File: src/rtl/fpu_addsub_param_if.sv
// Operand/result handshake bundle for fpu_addsub_param.
// The master drives operands and out_ready; the slave (the adder) returns results.
interface fpu_addsub_param_if #(
    parameter int EXP_W = 10,
    parameter int MAN_W = 21
);
    localparam int W = 1 + EXP_W + MAN_W;

    logic         in_valid;
    logic         in_ready;
    logic         op_sub;
    logic [W-1:0] Op_A_in;
    logic [W-1:0] Op_B_in;
    logic         out_valid;
    logic         out_ready;
    logic [W-1:0] data_out;
    logic [3:0]   status_out;

    modport master (
        output in_valid, op_sub, Op_A_in, Op_B_in, out_ready,
        input  in_ready, out_valid, data_out, status_out
    );

    modport slave (
        input  in_valid, op_sub, Op_A_in, Op_B_in, out_ready,
        output in_ready, out_valid, data_out, status_out
    );
endinterface

File: src/rtl/fpu_addsub_param.sv
// Multi-cycle parameterised floating-point adder/subtractor, one operation in flight.
// Define FPU_ROUND_NEAREST_EN for round-to-nearest-even; otherwise results are truncated.
module fpu_addsub_param #(
    parameter int EXP_W = 10,
    parameter int MAN_W = 21
) (
    input  logic               clock_100Khz,
    input  logic               reset,
    fpu_addsub_param_if.slave  bus
);
    localparam int W  = 1 + EXP_W + MAN_W;
    localparam int XW = MAN_W + 4;          // hidden, fraction, guard, round, sticky
    localparam int MW = XW + 1;             // plus carry-out
    localparam int EW = EXP_W + 2;          // signed working exponent

    localparam logic [EXP_W-1:0]     DIFF_MAX = EXP_W'(MAN_W + 2);
    localparam logic signed [EW-1:0] EXP_TOP  = EW'((1 << EXP_W) - 1);
    localparam logic signed [EW-1:0] EXP_ZERO = '0;
    localparam logic signed [EW-1:0] EXP_ONE  = EW'(1);

    typedef struct packed {
        logic             sign;
        logic [EXP_W-1:0] exp;
        logic [MAN_W-1:0] man;
    } fp_t;

    typedef enum logic [2:0] {
        S_IDLE, S_DECODE, S_ALIGN, S_OPERATE, S_NORMALIZE, S_ROUND, S_DONE
    } state_t;

    state_t                state_q, state_d;
    fp_t                   a_q, a_d, b_q, b_d;
    logic                  sub_q, sub_d;
    logic                  bsign_q, bsign_d, ssign_q, ssign_d;
    logic [EXP_W-1:0]      bexp_q, bexp_d, diff_q, diff_d;
    logic [XW-1:0]         bman_q, bman_d, sman_q, sman_d;
    logic                  sign_q, sign_d;
    logic signed [EW-1:0]  exp_q, exp_d;
    logic [MW-1:0]         man_q, man_d;
    logic [W-1:0]          data_q, data_d;
    logic [3:0]            status_q, status_d;

    // Decode: B's sign absorbs the subtraction; exponent field 0 is treated as zero.
    logic          dec_sb, dec_b_big;
    logic [XW-1:0] dec_ma, dec_mb;
    assign dec_sb    = b_q.sign ^ sub_q;
    assign dec_ma    = (a_q.exp == '0) ? '0 : {1'b1, a_q.man, 3'b000};
    assign dec_mb    = (b_q.exp == '0) ? '0 : {1'b1, b_q.man, 3'b000};
    assign dec_b_big = b_q.exp > a_q.exp;

    // Align: bits pushed below the round position collapse into sticky.
    logic [XW-1:0] aln_shift, aln_res;
    logic          aln_lost;
    assign aln_shift = sman_q >> diff_q;
    assign aln_lost  = |(sman_q & ~({XW{1'b1}} << diff_q));
    assign aln_res   = (diff_q > DIFF_MAX) ? {{(XW-1){1'b0}}, |sman_q}
                                           : {aln_shift[XW-1:1], aln_shift[0] | aln_lost};

    logic          op_same, op_bge, op_sign;
    logic [MW-1:0] op_man;
    assign op_same = bsign_q == ssign_q;
    assign op_bge  = bman_q >= sman_q;
    assign op_man  = op_same ? ({1'b0, bman_q} + {1'b0, sman_q})
                   : op_bge  ? {1'b0, bman_q - sman_q}
                             : {1'b0, sman_q - bman_q};
    assign op_sign = (op_man == '0) ? 1'b0 : ((op_same || op_bge) ? bsign_q : ssign_q);

    logic [MAN_W:0]       rnd_man;
    logic                 rnd_g, rnd_r, rnd_s, rnd_inc, rnd_carry;
    logic [MAN_W+1:0]     rnd_sum;
    logic [MAN_W-1:0]     rnd_frac;
    logic signed [EW-1:0] rnd_exp;
    assign rnd_man = man_q[MW-2:3];
    assign rnd_g   = man_q[2];
    assign rnd_r   = man_q[1];
    assign rnd_s   = man_q[0];
`ifdef FPU_ROUND_NEAREST_EN
    assign rnd_inc = rnd_g & (rnd_r | rnd_s | rnd_man[0]);
`else
    assign rnd_inc = 1'b0;
`endif
    assign rnd_sum   = {1'b0, rnd_man} + {{(MAN_W+1){1'b0}}, rnd_inc};
    assign rnd_carry = rnd_sum[MAN_W+1];
    assign rnd_frac  = rnd_carry ? rnd_sum[MAN_W:1] : rnd_sum[MAN_W-1:0];
    assign rnd_exp   = exp_q + (rnd_carry ? EXP_ONE : EXP_ZERO);

    always_comb begin
        state_d  = state_q;
        a_d      = a_q;
        b_d      = b_q;
        sub_d    = sub_q;
        bsign_d  = bsign_q;
        ssign_d  = ssign_q;
        bexp_d   = bexp_q;
        diff_d   = diff_q;
        bman_d   = bman_q;
        sman_d   = sman_q;
        sign_d   = sign_q;
        exp_d    = exp_q;
        man_d    = man_q;
        data_d   = data_q;
        status_d = status_q;
        unique case (state_q)
            S_IDLE: begin
                if (bus.in_valid) begin
                    a_d     = bus.Op_A_in;
                    b_d     = bus.Op_B_in;
                    sub_d   = bus.op_sub;
                    state_d = S_DECODE;
                end
            end
            S_DECODE: begin
                if (dec_b_big) begin
                    bsign_d = dec_sb;     bexp_d = b_q.exp; bman_d = dec_mb;
                    ssign_d = a_q.sign;   sman_d = dec_ma;
                    diff_d  = b_q.exp - a_q.exp;
                end else begin
                    bsign_d = a_q.sign;   bexp_d = a_q.exp; bman_d = dec_ma;
                    ssign_d = dec_sb;     sman_d = dec_mb;
                    diff_d  = a_q.exp - b_q.exp;
                end
                state_d = S_ALIGN;
            end
            S_ALIGN: begin
                sman_d  = aln_res;
                exp_d   = $signed({2'b00, bexp_q});
                state_d = S_OPERATE;
            end
            S_OPERATE: begin
                man_d   = op_man;
                sign_d  = op_sign;
                state_d = S_NORMALIZE;
            end
            S_NORMALIZE: begin
                // Right shift keeps the lost bit in sticky; left shift only while unnormalised.
                if (man_q[MW-1]) begin
                    man_d = {1'b0, man_q[MW-1:2], man_q[1] | man_q[0]};
                    exp_d = exp_q + EXP_ONE;
                end else if (!man_q[MW-2] && man_q != '0) begin
                    man_d = man_q << 1;
                    exp_d = exp_q - EXP_ONE;
                end else begin
                    state_d = S_ROUND;
                end
            end
            S_ROUND: begin
                if (man_q == '0) begin
                    data_d   = '0;
                    status_d = 4'd0;
                end else if (rnd_exp >= EXP_TOP) begin
                    data_d   = {sign_q, {EXP_W{1'b1}}, {MAN_W{1'b0}}};
                    status_d = 4'd1;
                end else if (rnd_exp <= EXP_ZERO) begin
                    data_d   = {sign_q, {(W-1){1'b0}}};
                    status_d = 4'd2;
                end else begin
                    data_d   = {sign_q, rnd_exp[EXP_W-1:0], rnd_frac};
                    status_d = (rnd_g | rnd_r | rnd_s) ? 4'd3 : 4'd0;
                end
                state_d = S_DONE;
            end
            S_DONE: begin
                if (bus.out_ready) state_d = S_IDLE;
            end
            default: state_d = S_IDLE;
        endcase
    end

    always_ff @(posedge clock_100Khz or negedge reset) begin
        if (!reset) begin
            state_q  <= S_IDLE;
            a_q      <= '0;
            b_q      <= '0;
            sub_q    <= 1'b0;
            bsign_q  <= 1'b0;
            ssign_q  <= 1'b0;
            bexp_q   <= '0;
            diff_q   <= '0;
            bman_q   <= '0;
            sman_q   <= '0;
            sign_q   <= 1'b0;
            exp_q    <= '0;
            man_q    <= '0;
            data_q   <= '0;
            status_q <= '0;
        end else begin
            state_q  <= state_d;
            a_q      <= a_d;
            b_q      <= b_d;
            sub_q    <= sub_d;
            bsign_q  <= bsign_d;
            ssign_q  <= ssign_d;
            bexp_q   <= bexp_d;
            diff_q   <= diff_d;
            bman_q   <= bman_d;
            sman_q   <= sman_d;
            sign_q   <= sign_d;
            exp_q    <= exp_d;
            man_q    <= man_d;
            data_q   <= data_d;
            status_q <= status_d;
        end
    end

    assign bus.in_ready   = (state_q == S_IDLE);
    assign bus.out_valid  = (state_q == S_DONE);
    assign bus.data_out   = data_q;
    assign bus.status_out = status_q;
endmodule
File: src/flat_wrapper.sv
// flat-port wrapper written by rule: the top's interface ports become plain ports
module fpu_addsub_param_flat 
#(
    parameter int EXP_W = 10,
    parameter int MAN_W = 21
)
  (clock_100Khz, reset, bus_in_valid, bus_op_sub, bus_Op_A_in, bus_Op_B_in, bus_out_ready, bus_in_ready, bus_out_valid, bus_data_out, bus_status_out);
  fpu_addsub_param_if #(.EXP_W(EXP_W), .MAN_W(MAN_W)) bus_i ();
  input  logic clock_100Khz;
  input  logic reset;
  input wire logic [$bits(bus_i.in_valid)-1:0] bus_in_valid;
  input wire logic [$bits(bus_i.op_sub)-1:0] bus_op_sub;
  input wire logic [$bits(bus_i.Op_A_in)-1:0] bus_Op_A_in;
  input wire logic [$bits(bus_i.Op_B_in)-1:0] bus_Op_B_in;
  input wire logic [$bits(bus_i.out_ready)-1:0] bus_out_ready;
  output wire logic [$bits(bus_i.in_ready)-1:0] bus_in_ready;
  output wire logic [$bits(bus_i.out_valid)-1:0] bus_out_valid;
  output wire logic [$bits(bus_i.data_out)-1:0] bus_data_out;
  output wire logic [$bits(bus_i.status_out)-1:0] bus_status_out;
  assign bus_i.in_valid = bus_in_valid;
  assign bus_i.op_sub = bus_op_sub;
  assign bus_i.Op_A_in = bus_Op_A_in;
  assign bus_i.Op_B_in = bus_Op_B_in;
  assign bus_i.out_ready = bus_out_ready;
  assign bus_in_ready = bus_i.in_ready;
  assign bus_out_valid = bus_i.out_valid;
  assign bus_data_out = bus_i.data_out;
  assign bus_status_out = bus_i.status_out;
  fpu_addsub_param #(.EXP_W(EXP_W), .MAN_W(MAN_W)) u_core (.clock_100Khz(clock_100Khz), .reset(reset), .bus(bus_i));
endmodule
File: config.mk
export PLATFORM = sky130hd
export DESIGN_NAME = fpu_addsub_param_flat
export DESIGN_NICKNAME = d
export VERILOG_FILES = /design/src/rtl/fpu_addsub_param_if.sv /design/src/rtl/fpu_addsub_param.sv /design/src/flat_wrapper.sv
export SDC_FILE = /design/constraint.sdc
export NUM_CORES = 1
export LEC_CHECK = 0
export ABC_AREA = 1
export CAP_MARGIN = 20
export CORE_ASPECT_RATIO = 1.4
export CORE_MARGIN = 1.5
export CORE_UTILIZATION = 52
export CTS_BUF_LIST = sky130_fd_sc_hd__clkbuf_4
export DETAILED_ROUTE_END_ITERATION = 16
export PLACE_DENSITY = 0.7
export SLEW_MARGIN = 25
export SYNTH_ARGS = -nofsm -noshare
export SYNTH_HDL_FRONTEND = slang
export SYNTH_SLANG_ARGS = --single-unit
File: constraint.sdc
create_clock -name clock_100Khz -period 3 [get_ports clock_100Khz]
set_input_delay 0.6 -clock clock_100Khz [delete_from_list [all_inputs] [get_ports clock_100Khz]]
set_output_delay 0.6 -clock clock_100Khz [all_outputs]
set_load 0.02 [all_outputs]
==> results of run 1 <==
-- Yosys cell counts, types with 4 or more instances --
cell type,number
nand2_1,726
inv_1,314
o21ai_0,218
dfrtp_1,210
nor2_1,191
a21oi_1,171
nand3_1,166
ha_1,95
clkbuf_1,65
xor2_1,38
o22ai_1,36
a22oi_1,32
mux2_2,32
nand4_1,29
a31oi_1,21
o211ai_1,18
buf_2,16
buf_4,16
inv_2,16
nand2_2,15
nor3_1,14
or2_2,11
buf_1,10
a211oi_1,9
nor4_1,9
o21ai_1,8
a22o_1,7
clkinv_1,7
nor2_2,7
nor2_4,7
a21oi_2,5
fa_1,5
o21bai_1,5
xnor2_1,5
mux2i_1,4
nand2_4,4
-- timing repair --
item                                   in CTS  in global routing
resized for setup                           1                 62
endpoints found under the hold margin      52                  0
setup endpoints to repair                   2                 45
pin swaps                                   0                  4
setup buffers                               0                  7
cloned                                      0                  3
hold buffers                                1                  0
-- per-stage QoR --
| step | util [%] | worst slack [ns] | cells |
|---|---|---|---|
| final | 63.6 | 0.0216 | 3281 |
| after global routing | 63.6 | -0.132 | 3281 |
| after CTS | 62.6 | 0.0369 | 3270 |
| after detailed placement | 60.6 | -0.117 | 3181 |
| after global placement | 60.6 | -0.118 | 3181 |
| after floorplan | - | 0.528 | 2580 |
-- registers in the layout (all words and copies together), names as in the netlist, 10 cells and up --
name / cells
u_core.sman_q: 25
u_core.b_q: 32
u_core.diff_q: 10
u_core.exp_q: 12
u_core.a_q: 32
u_core.bus.data_out: 32
u_core.man_q: 26
u_core.bman_q: 22
u_core.bexp_q: 10
-- routing by layer --
metal,share of wire [%],GRT usage [%],vias to the layer above
li1,-,-,8915
met1,37,45.3,8876
met2,47,65.4,930
met3,6.8,7.40,286
met4,9.0,30.2,4
met5,0.034,0,-
-- worst min-delay path, delay by kind of cell --
kind / cells / cell delay (ns)
AO/OA/AOI/OAI: 1 / 0.05
buffers and inverters: 1 / 0.39
AND/OR/NAND/NOR: 1 / 0.10
-- layout make-up --
class | count | share of cell area (%)
clock inverter | 10 | 0.339
multi-input combinational | 1925 | 50.5
clock buffer | 78 | 2.83
sequential | 210 | 25.4
antenna | 1 | 0.0121
timing repair buffer | 280 | 12.1
inverter | 337 | 6.14
tap | 440 | 2.66
-- path summary, 6_finish.rpt --
check	cells after the start	slack, ns	to
max	13	0.02	u_core.man_q[9]
min	3	0.46	u_core.a_q[21]
max reg2reg	13	0.02	u_core.man_q[9]
min reg2reg	2	0.48	u_core.bexp_q[3]
max in group asynchronous	3	1.66	u_core.man_q[10]
min in group asynchronous	2	0.50	u_core.a_q[0]
-- cell families after synthesis --
family / Yosys count / synth area share [%]
flops: 210 / 30.5
compound gates: 550 / 18.0
xor+xnor: 43 / 2.19
other cells: 1 / 0.0218
mux: 36 / 2.32
simple gates: 1191 / 29.1
buf+inv: 448 / 10.4
fa+ha+maj: 100 / 7.48
==> results.md, run 1 <==
* Fin area at 20700 sq um
* Asr flop ratio synth at 100%
* Register area at between 5000 and 6000 sq um
* DR vias at roughly 19000
* Post-Route Setup TNS at 0 ns
* Vias per std cell at roughly 5.8
* First-pass DRT Iterations at 8
* Antenna viol nets, final at 0
* Flops & latches, synth at 210
* # fillers at a little under 3000
* Core area at 32500 sq um
* Setup CP Type: reg -> reg
* Syn Inst Count at approximately 2600
* Fmax at about 340 MHz
* Most common library cell in the layout ignoring fill and taps: nand2_1
* Most frequent CP cell: nand2_1
* Seq/Total Area, Yosys at 30.5%
* WHS at 0.461 ns
* Buffers added on ports at roughly 100
* First-pass GRT wire length at around 100000 um
* Ys Warns at 0
* WP data arrival at between 3 and 4 ns
* Worst-Skew Late Latency at between 0.7 and 0.8 ns
* Relative slew slack at 43.6%
* Run status: complete, no violations
* Depth of the CTS H-tree at 2
* Critical Path Sink Type: register
* Global placer's final weighted congestion at approximately 1.1
* Critical-path top delay cell: xor2_1
* Synth unique cells at slightly below 60
* Final period utilization at 99.3%
* Reg-to-Reg Start: u_core.sman_q[3]
* Final WL at between 60000 and 70000 um
* Remaining DRCs at 0
* Starting density of the core at about 53%
* Cell taking the most area after synthesis: dfrtp_1
* Remaining global-route overflow at 0
* Most frequent cells in the layout: nand2_1 (718), inv_1 (314), o21ai_0 (215)
* Total buffers and inverters traversed by the critical path at 2
* DR WL/cell at ~20 um
* Tot GR Track Use at 39.7%
* Biggest cell delay along the critical path at between 0.6 and 0.7 ns
* Die H at around 220 um
* Worst clock skew at ~0.067 ns
* Max-Cap Viols at 0
* Die W at 157 um
* Clock root buffer: clkbuf_4
* Slew Viols, Final at 0
* Detail Placement HPWL at about 53000 um
* Crit path max-delay family: adder cells
* Multi-input gate area at around 10000 sq um
* CP max FO at 5
* Initial antenna violation count at 3
* Endpoints failing setup at 0
* Largest net degree at the start of global routing at 82
* Synth top area share at just over 30%
* CP Data Required Time at ~3.6 ns
* Primary FF master, synth: dfrtp_1
* Number of global-route vias before repair at 18500
* Ports at around 110
* Top area cells in the synthesized netlist: dfrtp_1 (30%), nand2_1 (16%), ha_1 (6.9%)
* Share of layout cells above drive strength 1 at between 10 and 15%
* Worst-margin pin slew at around 0.84 ns
* Fin. Hold Viols at 0
* Sink Count at between 200 and 250
* Final nets at about 3000
* Post-synth EDFFs at 0
* HP Start: bus_Op_A_in[21]
* CP startpoint: u_core.sman_q[3]
* CTS tree: yes
* Final worst path period need at roughly 3.0 ns
* Mapped cell area at roughly 17000 sq um
* Syn avg cell area at ~6.7 sq um
* Crit-path cells: inv_1, ha_1, fa_1, inv_1, nand2_1, nand3_1, xor2_1, nand2_1, nand2_1, a21oi_1, nor2_1, o21ai_0, o21ai_0
* Cell Rows at roughly 80
* RSZ-0062 raised after global routing: true
* Post-DP Area at approximately 20000 sq um
* Reg clk slew, reported paths at about 0.080 ns
* Worst Hold Class: in -> reg
* Area growth syn-to-layout at 20.0%
* Longest Clk Path Bufs at 3
* DIE AREA at about 34000 sq um
* DRT iter0 DRCs at 1734
* Inserted Clock Buffers at 53
* CP Launch Type: register
Power of run 1 is left out: the tool's default activity adds up to more than one toggle a clock period on the data nets, which glitch-free logic cannot reach.
==> run 2, diff against run 1 <==
--- a/config.mk
+++ b/config.mk
@@ -12,7 +12,8 @@
 export CORE_UTILIZATION = 52
 export CTS_BUF_LIST = sky130_fd_sc_hd__clkbuf_4
 export DETAILED_ROUTE_END_ITERATION = 16
-export PLACE_DENSITY = 0.7
+export PLACE_DENSITY = 0.73
+export SKIP_CTS_REPAIR_TIMING = 1
 export SLEW_MARGIN = 25
 export SYNTH_ARGS = -nofsm -noshare
 export SYNTH_HDL_FRONTEND = slang
==> constraint.sdc (replaced) <==
create_clock -name clock_100Khz -period 2.57 [get_ports clock_100Khz]
set_input_delay 0.514 -clock clock_100Khz [delete_from_list [all_inputs] [get_ports clock_100Khz]]
set_output_delay 0.514 -clock clock_100Khz [all_outputs]
set_load 0.02 [all_outputs]
==> results.md, run 2 (synthesis gave the netlist of run 1 again) <==
* Area growth syn-to-layout at 41.1%
* Fmax at 361 MHz (+7.6%)
* Vias per std cell at 5.90 (+1.8%)
* WHS at 0.316 ns (-0.145 ns)
* Ports at 107 (unchanged)
* Final nets at 3226 (+8.4%)
* Antenna viol nets, final at 0 (unchanged)
* CP Data Required Time at 3.20 ns (-0.39 ns)
* DIE AREA at 34300 sq um (unchanged)
* Inserted Clock Buffers at 51 (-3.8%)
* Post-Route Setup TNS at -3.04 ns (-3.04 ns)
* Register area at 5260 sq um (about the same)
* Endpoints failing setup at 48 (+48)
* Worst-Skew Late Latency at 0.74 ns (+0.02 ns)
* Clock root buffer: clkbuf_4
* Slew Viols, Final at 0 (unchanged)
* DR WL/cell at 21.4 um (+4.4%)
* First-pass DRT Iterations at 8 (unchanged)
* Final period utilization at 108% (+8.4 points)
* R2R depth at 20 (+7)
* Largest net degree at the start of global routing at 76 (-7.3%)
* Worst setup margin at -0.198 ns (-0.220 ns)
* CP Launch Type: register
* Starting density of the core at 53.0% (unchanged)
* Detail Placement HPWL at 54600 um (+3.4%)
* Sink Count at 210 (unchanged)
* Multi-input gate area at 11900 sq um (+14%)
* Worst clock skew at 0.0579 ns (-0.00881 ns)
* Failing checks: negative setup slack
* DR vias at 20800 (+9.5%)
* Global placer's final weighted congestion at 1.05 (-6.1%)
* Reg clk slew, reported paths at 0.08 ns (about the same)
* Tot GR Track Use at 40.9% (+1.3 points)
* Reg-to-Reg Start: u_core.sman_q[11]
* Max-Cap Viols at 0 (unchanged)
* Setup CP Type: reg -> reg
* Die H at 218 um (unchanged)
* # fillers at 2464 (-16%)
* Most common library cell in the layout ignoring fill and taps: nand2_1
* Relative slew slack at 41.1% (-2.5 points)
* Critical Path Sink Type: register
* CTS tree: yes
* Final worst path period need at 2.77 ns (-0.210 ns)
* R2r endpoint: u_core.sign_q
* Dpl ws at -0.303 ns (-0.186 ns)
* Remaining DRCs at 0 (unchanged)
* Share of layout cells above drive strength 1 at 30.0% (+16 points)
* Depth of the CTS H-tree at 2 (unchanged)
* Longest Clk Path Bufs at 3 (unchanged)
* Run status: complete, but fails checks
* Cell Rows at 78 (unchanged)
* Core area at 32500 sq um (unchanged)
* WP data arrival at 3.40 ns (-0.16 ns)
* Die W at 157 um (unchanged)
* Most frequent cells in the layout: nand2_1 (645), buf_4 (370), inv_1 (293)
* Number of global-route vias before repair at 19400 (+4.9%)
* Fin. Hold Viols at 0 (unchanged)
* CP max FO at 13 (+8)
* Final WL at 75500 um (+12%)
* Remaining global-route overflow at 0 (unchanged)
* Buffers added on ports at 104 (unchanged)
* First-pass GRT wire length at 107000 um (+3.9%)
* RSZ-0062 raised after global routing: true
* Initial antenna violation count at 2 (-1)
* Worst Hold Class: in -> async
* Setup slack, reg-to-reg at -0.20 ns (-0.22 ns)
* DRT iter0 DRCs at 2326 (+34%)
* Worst-margin pin slew at 0.882 ns (+0.0386 ns)
==> run 2: cell count changes in the layout (fill, tap and decap cells not counted), moves of 21 or more <==
cell,before,now
nand3_2,7,47
nand2_2,21,72
inv_1,314,293
nand2_1,718,645
ha_4,2,27
o21ai_0,215,148
nand3_1,164,115
buf_4,165,370
inv_2,14,35
o21ai_1,10,49
buf_6,0,32
o21ai_2,1,29
==> run 2: worst max-delay path, cell delays in order, from the launching register on <==
cell and delay [ns]:
dfrtp_1 0.39, inv_2 0.08, ha_4 0.32, nand2_4 0.09, nor2_4 0.20, nand2_2 0.09, buf_6 0.13, nor2_4 0.12
nand3_2 0.10, nand3_2 0.09, nor2_4 0.05, buf_12 0.14, buf_6 0.13, nand2_2 0.05, nand2_2 0.06, a21oi_4 0.17
nand2_2 0.08, nor2_4 0.15, nand3_2 0.08, o21bai_2 0.11, nand2_1 0.05
==> run 2: worst max-delay path by stage <==
stage | startpoint | end | slack [ns] | cells after the start
after global placement | u_core.sman_q[3] | u_core.sign_q | -0.24 | 19
after detailed placement | u_core.sman_q[20] | u_core.sign_q | -0.30 | 19
after global routing | u_core.a_q[21] | u_core.sman_q[8] | -0.30 | 15
final | u_core.sman_q[11] | u_core.sign_q | -0.20 | 20
after floorplan | u_core.sman_q[4] | u_core.sign_q | 0.1 | 19
after CTS | u_core.sman_q[20] | u_core.sign_q | -0.27 | 19
==> run 2: metal layers <==
metal  track usage [%]  wire length [um]  up-vias
li1                  -                 -     9417
met1              47.6             27000     9692
met2              67.8             35300     1296
met3              7.04              6300      419
met4              29.3              6930        2
met5                 0                16        -
==> run 2: through the flow <==
stage / cells / util [%] / instance area (sq um)
after floorplan: 2580 / - / 17200
after global placement: 3385 / 65.3 / 21200
after detailed placement: 3385 / 65.3 / 21200
after CTS: 3471 / 67.2 / 21800
after global routing: 3531 / 74.8 / 24300
final: 3531 / 74.8 / 24300
==> run 2: final cells by class <==
type / count / share of cell area [%]
clock buffer: 66 / 2.04
timing repair buffer: 531 / 19.3
antenna: 1 / 0.0103
tap: 440 / 2.26
sequential: 210 / 21.6
timing repair inverter: 3 / 0.0875
clock inverter: 20 / 0.463
multi-input combinational: 1923 / 49.0
inverter: 337 / 5.28
Power of run 2 is left out for the same reason.
